## src/rtl/pipe_pkg.sv

```systemverilog
// Shared definitions for the 16-bit pipeline: widths, reset/bubble encodings
// and the instruction-fetch state type.
package pipe_pkg;

    localparam int PC_W   = 16;
    localparam int INST_W = 16;

    localparam logic [PC_W-1:0]   RESET_PC = 16'h0000;
    localparam logic [3:0]        HALT_OP  = 4'hF;
    localparam logic [INST_W-1:0] NOP_INST = 16'h0000;

    // Fetch sequencing: one idle cycle after reset, then fetch until a HALT
    // word is delivered; only a redirect restarts fetch from HALT.
    typedef enum logic [1:0] {
        BOOT  = 2'd0,
        FETCH = 2'd1,
        HALT  = 2'd2
    } fetch_state_e;

endpackage : pipe_pkg

```

## src/rtl/if_fetch_stage_pc_reg.sv

```systemverilog
// Program counter with its next-PC mux (hold / +2 / redirect). The PC is
// always even; bit 0 of a redirect target is dropped.
module pc_reg #(
    parameter int              PC_W     = pipe_pkg::PC_W,
    parameter logic [PC_W-1:0] RESET_PC = pipe_pkg::RESET_PC
) (
    input  logic            clk,
    input  logic            rst_n,
    input  logic            load,
    input  logic [PC_W-1:0] loadPc,
    input  logic            advance,
    output logic [PC_W-1:0] pc,
    output logic [PC_W-1:0] pcPlus2
);

    logic [PC_W-1:0] pcNext;

    // Sequential increment wraps modulo 2^PC_W (FFFE + 2 -> 0000).
    assign pcPlus2 = pc + PC_W'(2);

    // Next-PC select: redirect has priority over advance, otherwise hold.
    always_comb begin
        // NOTE: default first so every path assigns pcNext and no latch is inferred.
        pcNext = pc;
        if (load) begin
            pcNext = {loadPc[PC_W-1:1], 1'b0};
        end else if (advance) begin
            pcNext = pcPlus2;
        end
    end

    // PC register, asynchronously reset to the boot address.
    always_ff @(posedge clk or negedge rst_n) begin
        if (!rst_n) begin
            // NOTE: non-blocking assignments for all clocked state so every
            // register samples pre-edge values regardless of block ordering.
            pc <= RESET_PC;
        end else begin
            pc <= pcNext;
        end
    end

endmodule : pc_reg

```

## src/rtl/if_fetch_stage.sv

```systemverilog
// Instruction-fetch stage: drives the instruction memory handshake and feeds
// the IF/ID buffer combinationally (instruction, PC+2, load and flush strobes).
// Handles hazard stalls, redirects, memory wait states and HALT.
module if_fetch_stage #(
    parameter int                PC_W     = pipe_pkg::PC_W,
    parameter int                INST_W   = pipe_pkg::INST_W,
    parameter logic [PC_W-1:0]   RESET_PC = pipe_pkg::RESET_PC,
    parameter logic [3:0]        HALT_OP  = pipe_pkg::HALT_OP,
    parameter logic [INST_W-1:0] NOP_INST = pipe_pkg::NOP_INST
) (
    input  logic              clk,
    input  logic              rst_n,
    input  logic              stall,
    input  logic              redirect,
    input  logic [PC_W-1:0]   redirect_pc,
    output logic              imem_req,
    output logic [PC_W-1:0]   imem_addr,
    input  logic              imem_ready,
    input  logic [INST_W-1:0] imem_rdata,
    output logic [INST_W-1:0] instOut,
    output logic [PC_W-1:0]   pcAddOut,
    output logic              IFID_enable,
    output logic              flush,
    output logic              halted,
    output logic [15:0]       fetch_count
);

    import pipe_pkg::*;

    fetch_state_e    state;
    fetch_state_e    stateNext;
    logic [PC_W-1:0] pc;
    logic [PC_W-1:0] pcPlus2;
    logic            accept;
    logic            isHalt;

    // An instruction is handed to IF/ID only when memory answers in FETCH
    // and neither a stall nor a redirect claims the cycle.
    assign accept = (state == FETCH) && imem_ready && !stall && !redirect;
    assign isHalt = (imem_rdata[INST_W-1 -: 4] == HALT_OP);

    pc_reg #(
        .PC_W     (PC_W),
        .RESET_PC (RESET_PC)
    ) u_pc_reg (
        .clk     (clk),
        .rst_n   (rst_n),
        .load    (redirect),
        .loadPc  (redirect_pc),
        .advance (accept),
        .pc      (pc),
        .pcPlus2 (pcPlus2)
    );

    // Fetch state register.
    always_ff @(posedge clk or negedge rst_n) begin
        if (!rst_n) begin
            state <= BOOT;
        end else begin
            state <= stateNext;
        end
    end

    // Next state: redirect always restarts fetch; BOOT lasts one cycle;
    // a delivered HALT word stops fetch.
    always_comb begin
        stateNext = state;
        if (redirect) begin
            stateNext = FETCH;
        end else begin
            unique case (state)
                BOOT:    stateNext = FETCH;
                FETCH:   if (accept && isHalt) stateNext = HALT;
                HALT:    stateNext = HALT;
                default: stateNext = BOOT;
            endcase
        end
    end

    // IF/ID controls: redirect squashes, wait inserts a bubble, stall holds
    // the buffer (neither load nor flush), accept loads the memory word.
    always_comb begin
        IFID_enable = 1'b0;
        flush       = 1'b0;
        instOut     = NOP_INST;
        if (redirect) begin
            flush = 1'b1;
        end else begin
            unique case (state)
                FETCH: begin
                    if (stall) begin
                        flush = 1'b0;
                    end else if (imem_ready) begin
                        IFID_enable = 1'b1;
                        instOut     = imem_rdata;
                    end else begin
                        flush = 1'b1;
                    end
                end
                default: flush = 1'b1;
            endcase
        end
    end

    assign imem_req  = (state == FETCH);
    assign imem_addr = pc;
    assign pcAddOut  = pcPlus2;
    assign halted    = (state == HALT);

    // Delivered-instruction counter; saturates rather than wrapping and is
    // cleared only by reset.
    always_ff @(posedge clk or negedge rst_n) begin
        if (!rst_n) begin
            fetch_count <= 16'h0000;
        end else if (accept && (fetch_count != 16'hFFFF)) begin
            fetch_count <= fetch_count + 16'h0001;
        end
    end

endmodule : if_fetch_stage

```

## config.mk

```make
export PLATFORM = sky130hd
export DESIGN_NAME = if_fetch_stage
export DESIGN_NICKNAME = d
export VERILOG_FILES = /design/src/rtl/pipe_pkg.sv /design/src/rtl/if_fetch_stage_pc_reg.sv /design/src/rtl/if_fetch_stage.sv
export SDC_FILE = /design/constraint.sdc
export NUM_CORES = 1
export LEC_CHECK = 0
export BUFFER_PORTS_ARGS = -buffer_cell sky130_fd_sc_hd__clkbuf_2
export CAP_MARGIN = 20
export CORE_MARGIN = 5
export CORE_UTILIZATION = 50
export DETAILED_ROUTE_END_ITERATION = 7
export MAX_ROUTING_LAYER = met4
export PLACE_DENSITY = 0.86
export SYNTH_ARGS = -nofsm -noshare
export SYNTH_HDL_FRONTEND = slang
export SYNTH_SLANG_ARGS = --single-unit
```

## constraint.sdc

```tcl
create_clock -name clk -period 4.5 [get_ports clk]
set_input_delay 0.675 -clock clk [delete_from_list [all_inputs] [get_ports clk]]
set_output_delay 0.675 -clock clk [all_outputs]
set_load 0.005 [all_outputs]
```

==> results.toml, run 1 <==
[sta]
min_period_ps = 3060
rsz0062_at_grt = "no"
post-route-period-util = 0.681
slew_headroom = 0.448
hold_violations = 0
maxSlewViolCount = 0
setup_viol_count_final = 0
skew_ps = 4.26
worstMarginPinSlew_ps = 828
setup_ws_ps = 1440
fin_setup_tns_ps = 0
max_freq_ghz = 0.326

[synthesis]
synth_compound_area_frac = 0.0782
synthSimpleGateAreaFrac = 0.314
synth_fa_ha_area_frac = 0.0296
synth_top_cell_area_share = 0.391
synth_area_per_cell_um2 = 9.43
syn_inst = 224
ys_seq_area_frac = 0.391
synth-seq-cells = 33
synthDistinctLibCells = 41
syn_area_um2 = 2110
yosysWarnings = 0
synth_area_leaders = "dfrtp_1 39%, xnor2_1 7.9%, and2_1 5.9%"
synth_top_area_cell = "dfrtp_1"
synthMuxAreaShare = 0.0195
synth_top_family_by_area = "simple AND/OR/NAND/NOR gates"
synthXorXnorAreaFrac = 0.124

[routing]
drc = 0
vias_per_cell = 5.39
wl_per_cell_um = 14.6
via_count = 1998
first_pass_iters = 4
drtIter0Drc = 116
wl_um = 5410
ant_nets = 0

[final_layout]
syn_to_final_growth_pct = 28.8
layout_common_cells = "101 x clkbuf_2, 33 x dfrtp_1, 20 x nand2_1, 20 x and2_1, 19 x xnor2_1"
layout_commonest_cell = "clkbuf_2"
nets = 362
layout.filler_cells = 332
drive_gt1_frac = 0.361
antenna_cells = 0
largest_reg_flops = 16

[worst_setup_path]
slowest_delay_ps = 420
worst_ep_arrival_time_ps = 2390
cp_data_required_time_ps = 3830
start_kind = "primary input"
path_max_fanout = 34
path_cells = "clkbuf_2 > nand4bb_1 > buf_4 > inv_1 > and2_1 > clkbuf_2"
cp_num_buf_inv = 4
end_kind = "primary output"
path_delay_family = "buffers and inverters"
cp_common_cell = "clkbuf_2"
critical_path_class = "in2out"
ff2ff_path_depth = 7
timing.rr.start = "state[0]$_DFFE_PN0P_"
slowest_stage = "inv_1"
r2r_end = "state[1]$_DFFE_PN0P_"
rrSetupSlack_ps = 2360

[run_status]
outcome = "finished, final reports clean"

[floorplanning]
coreArea_um2 = 4060
dieWidth_um = 75.0
initial_utilization = 0.521
die_h_um = 75.0
io-pin-count = 105
die-area_um2 = 5620
placementRows = 23

[clock_network]
cts_setup_buffers = 0
clock_sinks = 33
clkTransAtPathRegs_ps = 70
cts_root_buffer = "clkbuf_8"
cts_made_buffers = 5
cts_max_path_buffers = 2
cts_tree = "done"
htreeDepth = 2
clock_latency_ps = 280
hold_buffers = 0
cts-resized-gates = 0

[power_and_ir_drop]
p_leak_uw = 0.00140
vdd_drop_max_mv = 0.218
power_density_nw_per_um2 = 330

[global_route]
grt_overflow_total = 0
grt_pass1_wl_um = 8800
grt_max_degree = 35
antenna_found_initial = 0
grt_pass1_vias = 1917
grt_use_total = 0.209

[placement]
post-dp-hpwl_um = 4150
pre_cts_ws_ps = 1460
place_congestion = 0.805
portBuffers = 101

[flow_run]
cap_violations = 0

[hold_path]
hp-class = "in2async"
[how the worst max path moves through the flow]
| stage | endpoint | depth (start not counted) | from | slack [ps] |
|---|---|---|---|---|
| detailed placement | instOut[13] | 6 | redirect | 1460 |
| finish | instOut[13] | 6 | redirect | 1440 |
| floorplan | instOut[0] | 5 | stall | 2340 |
| global placement | instOut[13] | 6 | redirect | 1450 |
| CTS | instOut[13] | 6 | redirect | 1430 |
| global route | instOut[13] | 6 | redirect | 1250 |
[layer usage]
metal	global-route usage	vias up	routed length [um]
met5	-	-	0
met4	0.0534	0	56
met3	0.0360	5	363
met2	0.349	78	2770
met1	0.261	941	2220
li1	-	974	-
[Yosys cell counts]
cell type	number
dfrtp_1	33
and2_1	20
nand2_1	20
xnor2_1	19
nand3_1	14
nor2_1	13
xor2_1	11
nand4_1	8
o21ai_0	8
a221o_1	7
clkbuf_1	6
and4_1	5
ha_1	5
nor2b_1	5
and3_1	4
buf_2	4
buf_4	4
inv_1	4
nor3_1	4
mux2i_1	3
nor3b_1	3
nand2b_1	2
nand4bb_1	2
nor3_2	2
o311ai_0	2
a21boi_1	1
and3b_1	1
and4b_1	1
conb_1	1
mux2_2	1
nand3b_1	1
nand4_4	1
nand4b_1	1
nor4b_2	1
o2111ai_1	1
o211ai_1	1
o22ai_1	1
o31ai_1	1
or3_1	1
or3_4	1
or4_1	1
[through the flow]
stage / utilization / instances / hold WS (ps) / area (um2) / power (uW)
floorplan: - / 225 / 379 / 2120 / 536
global placement: 0.645 / 363 / 479 / 2620 / 651
detailed placement: 0.645 / 363 / 504 / 2620 / 663
CTS: 0.670 / 371 / 507 / 2720 / 912
global route: 0.670 / 371 / 540 / 2720 / 963
finish: 0.670 / 371 / 480 / 2720 / 899
[kinds of logic after synthesis]
family | count (synthesis)
adders and majority gates | 5
muxes | 4
AOI/OAI and AO/OA | 22
DFF | 33
xor gates and xnor gates | 30
buffers and inverters | 18
other | 1
and+or+nand+nor | 111
[power by group]
part,switching (uW),leakage (uW),internal (uW),total (uW)
clock,106,0.0000542,138,244
sequential,50.0,0.000425,337,387
combinational,138,0.000922,130,268
total,293,0.00140,606,899
[layout make-up]
class,count,area [um2],share of cell area
Clock buffer,7,96.3,0.0354
Multi-Input combinational cell,174,1200,0.442
Clock inverter,1,5.00,0.00184
Tap cell,50,62.6,0.0230
Sequential cell,33,826,0.304
Timing Repair Buffer,102,513,0.189
Inverter,4,15.0,0.00552
No activity file was read; power rests on OpenSTA's default activity.
==> inputs of run 2 (changes only) <==
ABC_AREA = 1   (was not set)
CORE_UTILIZATION = 43   (was 50)
PLACE_DENSITY = 0.77   (was 0.86)
clock period = 2.65 ns   (was 4.5 ns; I/O delays follow)
==> run 2 against run 1 <==
  * Clock power grew 49%
  * Utilization shrank 10 points
  * Non-clock buffer count is the same
  * Total power grew 81%
  * Setup slack lost 950 ps
  * Clock skew grew 0.93 ps
  * Critical path type is now reg2out
==> results.toml, run 2 <==
[floorplanning]
coreArea_um2 = 5140
die_h_um = 83.1
placementRows = 26
dieWidth_um = 83.1
initial_utilization = 0.447
io-pin-count = 105
die-area_um2 = 6900

[placement]
place_congestion = 0.869
dpl_cell_area_um2 = 2830
place_inst = 506
post-dp-hpwl_um = 4730
portBuffers = 101

[synthesis]
synth_top_cell_area_share = 0.359
synth-seq-cells = 33
synth-edff-count = 0
syn_inst = 342
yosysWarnings = 0
synth_area_leaders = "dfrtp_1 36%, nand2_1 19%, inv_1 7.5%"
synth-async-reset-ratio = 1.00
yosysMostFrequentCell = "nand2_1"
synth_top_area_cell = "dfrtp_1"
syn_area_um2 = 2300
synthDistinctLibCells = 29
ys_seq_area_frac = 0.359
netlist_top_cells_count = "118 x nand2_1, 46 x inv_1, 45 x nor2_1, 33 x dfrtp_1, 26 x nand3_1"
synth_area_per_cell_um2 = 6.72
ys.flop_type = "dfrtp_1"

[final_layout]
antenna_cells = 0
nets = 485
layout_commonest_cell = "nand2_1"
final_area_um2 = 2910
syn_to_final_growth_pct = 26.8
instances_no_fill = 514
largest_reg_flops = 16
drive_gt1_frac = 0.268
layout_common_cells = "118 x nand2_1, 101 x clkbuf_2, 46 x inv_1"

[worst_setup_path]
rrSetupSlack_ps = 790
timing.rr.start = "state[1]$_DFFE_PN0P_"
cp_data_required_time_ps = 2250
r2r_end = "fetch_count[3]$_DFFE_PN0P_"
end_kind = "primary output"
critical_path_class = "reg2out"
path_max_fanout = 7
worst_ep_arrival_time_ps = 1770
start_kind = "flip-flop"
ff2ff_path_depth = 7

[power_and_ir_drop]
p_total_uw = 1630
power_density_nw_per_um2 = 559
p_leak_uw = 0.00162
vdd_drop_max_mv = 0.316

[clock_network]
cts-resized-gates = 0
htreeDepth = 2
cts_tree = "done"
clock_sinks = 33
clkTransAtPathRegs_ps = 60
cts_made_buffers = 5
cts_root_buffer = "clkbuf_8"
hold_buffers = 0
cts_max_path_buffers = 2
clock_latency_ps = 280
cts_setup_buffers = 0

[routing]
via_count = 2465
ant_nets = 0
wl_per_cell_um = 11.8
first_pass_iters = 4
drtIter0Drc = 137
drc = 0
vias_per_cell = 4.80
wl_um = 6090

[flow_run]
cap_violations = 0

[global_route]
grt_max_degree = 34
grt_use_total = 0.186
antenna_found_initial = 0
grt_overflow_total = 0
grt_pass1_wl_um = 10500
grt_pass1_vias = 2381

[sta]
hold_ws_ps = 212
maxSlewViolCount = 0
setup_viol_count_final = 0
skew_ps = 5.19
hold_violations = 0
post-route-period-util = 0.816
worstMarginPinSlew_ps = 848
slew_headroom = 0.434
rsz0062_at_grt = "no"
fin_setup_tns_ps = 0
min_period_ps = 2160
max_freq_ghz = 0.462

[run_status]
outcome = "finished, final reports clean"

[hold_path]
hp-class = "in2async"
[run 2: cell types whose count changed after synthesis, moves of 11 or more]
| cell | previous run | this run |
|---|---|---|
| xnor2_1 | 19 | 8 |
| nand3_1 | 14 | 26 |
| inv_1 | 4 | 46 |
| nor2_1 | 13 | 45 |
| and2_1 | 20 | 2 |
| nand2_1 | 20 | 118 |
[run 2: where the power goes]
group	switching (uW)	leakage [uW]	internal, uW	total [uW]
clock network	177	0.0000395	187	364
registers	110	0.000424	590	700
logic	320	0.00115	244	564
total	608	0.00162	1020	1630
[run 2: cells by family (layout without fill, tap and decap cells)]
family | count (synthesis) | in the layout | share of synthesized area
xor+xnor | 16 | 16 | 0.0610
flops | 33 | 33 | 0.359
fa+ha+maj | 5 | 5 | 0.0272
compound gates | 21 | 21 | 0.0539
other cells | 1 | 2 | 0.00163
simple gates | 209 | 209 | 0.388
buf+inv | 57 | 158 | 0.108
[run 2: critical path, cell delays in order (launching register included)]
cell	delay, ps
dfrtp_1	420
ha_1	210
nand3_1	170
nor2_4	220
nand2_1	90
xor2_1	220
clkbuf_2	160
[run 2: layer usage]
| metal | track usage | wire length (um) | vias up | share of wire |
|---|---|---|---|---|
| li1 | - | - | 1250 | - |
| met1 | 0.216 | 2590 | 1120 | 0.43 |
| met2 | 0.316 | 3010 | 84 | 0.49 |
| met3 | 0.0376 | 366 | 11 | 0.060 |
| met4 | 0.0684 | 120 | 0 | 0.020 |
| met5 | - | 0 | - | 0 |
[run 2: how the worst max path moves through the flow]
| stage | start | to | slack, ps | depth (start not counted) |
|---|---|---|---|---|
| floorplan | state[1]$_DFFE_PN0P_ | instOut[10] | 990 | 7 |
| global placement | redirect | u_pc_reg.pc[5]$_DFFE_PN0P_ | 810 | 6 |
| detailed placement | redirect | u_pc_reg.pc[7]$_DFFE_PN0P_ | 780 | 6 |
| CTS | u_pc_reg.pc[2]$_DFFE_PN0P_ | pcAddOut[11] | 470 | 6 |
| global route | u_pc_reg.pc[2]$_DFFE_PN0P_ | pcAddOut[11] | 340 | 6 |
| finish | u_pc_reg.pc[2]$_DFFE_PN0P_ | pcAddOut[11] | 490 | 6 |
[run 2: stage by stage]
stage	utilization	setup slack (ps)
6_report	0.567	486
5_1_grt	0.567	343
4_1_cts	0.567	470
3_5_place_dp	0.551	779
3_3_place_gp	0.551	807
2_1_floorplan	-	986
[run 2: final cells by class]
| class | instances | area, um2 |
|---|---|---|
| multi-input cells | 253 | 1230 |
| repair buffers | 102 | 513 |
| fillers | 521 | 2230 |
| well taps | 70 | 87.6 |
| inverters | 48 | 180 |
| clock buffers | 8 | 80.1 |
| flip-flops and latches | 33 | 826 |
==> inputs of run 3 (changes only) <==
clock period = 1.8 ns   (was 2.65 ns; I/O delays follow)
==> run 3 against run 2 <==
  * The flow now finishes with violations (setup timing)
  * Non-clock buffer count grew 27
  * Critical path depth rose by 2
  * Wire length rose by 19%
  * Sequential power up 50%
  * Sequential share of layout area shrank 3.5 points
  * Clock-buffer cell count unchanged
  * Clock power is 51% higher
  * Hold slack worse by 200 ps
  * Critical path type unchanged
  * Clock skew barely moved
  * Utilization grew 8.3 points
  * Via count grew 7.2%
  * Critical endpoint is now pcAddOut[14]
  * First-iteration DRC count is 12% higher
==> results.toml, run 3 (synthesized netlist as in run 2, its figures left out) <==
[sta]
setup_viol_count_final = 11
max_freq_ghz = 0.535
maxSlewViolCount = 0
hold_violations = 0
rsz0062_at_grt = "yes"
setup_ws_ps = -70.3
skew_ps = 5.38
fin_setup_tns_ps = -278
min_period_ps = 1870
post-route-period-util = 1.04

[run_status]
violations = "setup timing"
outcome = "finished with violations"

[routing]
via_count = 2643
drtIter0Drc = 154
vias_per_cell = 4.86
wl_per_cell_um = 13.3
first_pass_iters = 4
ant_nets = 0
drc = 0
wl_um = 7250

[worst_setup_path]
ff2ff_path_depth = 9
start_kind = "flip-flop"
rrSetupSlack_ps = 80
cp-startpoint = "u_pc_reg.pc[2]$_DFFE_PN0P_"
slowest_delay_ps = 410
cp_data_required_time_ps = 1530
r2r_end = "fetch_count[5]$_DFFE_PN0P_"
cp-endpoint = "pcAddOut[14]"
timing.rr.start = "state[1]$_DFFE_PN0P_"
end_kind = "primary output"
critical_path_class = "reg2out"
path_cells = "buf_4 > nand3_2 > nor2_4 > buf_4 > nand3_1 > nand2_1 > nand2_1 > clkbuf_2"
path_max_fanout = 4
slowest_stage = "dfrtp_1"
worst_ep_arrival_time_ps = 1600

[placement]
place_congestion = 0.863
place_inst = 510
post-dp-hpwl_um = 4860
portBuffers = 101

[final_layout]
syn_to_final_growth_pct = 45.5
drive_gt1_frac = 0.392
layout_commonest_cell = "nand2_1"
instances_no_fill = 544
layout_common_cells = "115 x nand2_1, 94 x clkbuf_2, 44 x inv_1"
seqCellArea_um2 = 832
layout.filler_cells = 491
largest_reg_flops = 16
multi_input_area_um2 = 1400
nets = 515
antenna_cells = 0

[global_route]
grt_max_degree = 34
antenna_found_initial = 0
grt_pass1_wl_um = 11600
grt_pass1_vias = 2586
grt_use_total = 0.204
grt_overflow_total = 0

[floorplanning]
io-pin-count = 105
placementRows = 26
coreArea_um2 = 5140
initial_utilization = 0.447
die_h_um = 83.1
dieWidth_um = 83.1
die-area_um2 = 6900

[clock_network]
clkTransAtPathRegs_ps = 70
hold_buffers = 0
cts_made_buffers = 5
clock_sinks = 33
htreeDepth = 2
cts_tree = "done"
cts_root_buffer = "clkbuf_8"
cts_max_path_buffers = 2
clock_latency_ps = 280

[hold_path]
hp-class = "in2async"

[flow_run]
cap_violations = 0

[power_and_ir_drop]
vdd_drop_max_mv = 0.550
p_leak_uw = 0.00177
power_density_nw_per_um2 = 821
## run 3: worst min path at each step
stage	startpoint	to	slack, ps	depth (start not counted)
after global routing	rst_n	state[1]$_DFFE_PN0P_	60	2
after floorplan	rst_n	fetch_count[0]$_DFFE_PN0P_	-30	0
after detailed placement	rst_n	state[1]$_DFFE_PN0P_	330	2
final	rst_n	state[1]$_DFFE_PN0P_	10	2
after CTS	rst_n	state[1]$_DFFE_PN0P_	30	2
after global placement	rst_n	state[1]$_DFFE_PN0P_	330	2
## run 3: area by class of cell
| type | instances | share of cell area |
|---|---|---|
| inverters | 48 | 0.0554 |
| clock buffers | 8 | 0.0240 |
| flip-flops and latches | 33 | 0.249 |
| repair inverters | 2 | 0.00374 |
| well taps | 70 | 0.0262 |
| repair buffers | 129 | 0.222 |
| multi-input cells | 254 | 0.420 |
## run 3: where the power goes
group          total (uW)  switching [uW]  internal [uW]
combinational        1150             602            544
sequential           1050             178            872
clock                 548             273            275
total                2740            1050           1690
## run 3: timing repair
action / CTS / global route
pin swaps: 8 / 7
setup endpoints to repair: 23 / 35
resized for setup: 30 / 29
setup buffers: 13 / 11
gates cloned: 2 / 1
## run 3: critical path: cells and delay by family, from the launching register on
family | cells | cell delay [ps]
simple gates | 5 | 500
flops | 1 | 410
buf+inv | 3 | 410
## run 3: through the flow
stage	total power (uW)	hold slack [ps]	area [um2]	util	setup slack, ps
floorplan	1490	-25.6	2300	-	264
global placement	1880	330	2890	0.562	118
detailed placement	1920	334	2890	0.562	77.1
CTS	2630	32.2	3200	0.623	-93.5
global route	2930	59.1	3340	0.650	-130
finish	2740	12.1	3340	0.650	-70.3
## run 3: metal layers
| metal | global-route usage | vias to the layer above | wire length, um |
|---|---|---|---|
| met3 | 0.0446 | 12 | 363 |
| li1 | - | 1306 | - |
| met5 | - | - | 0 |
| met1 | 0.232 | 1238 | 2930 |
| met2 | 0.359 | 87 | 3840 |
| met4 | 0.0594 | 0 | 121 |
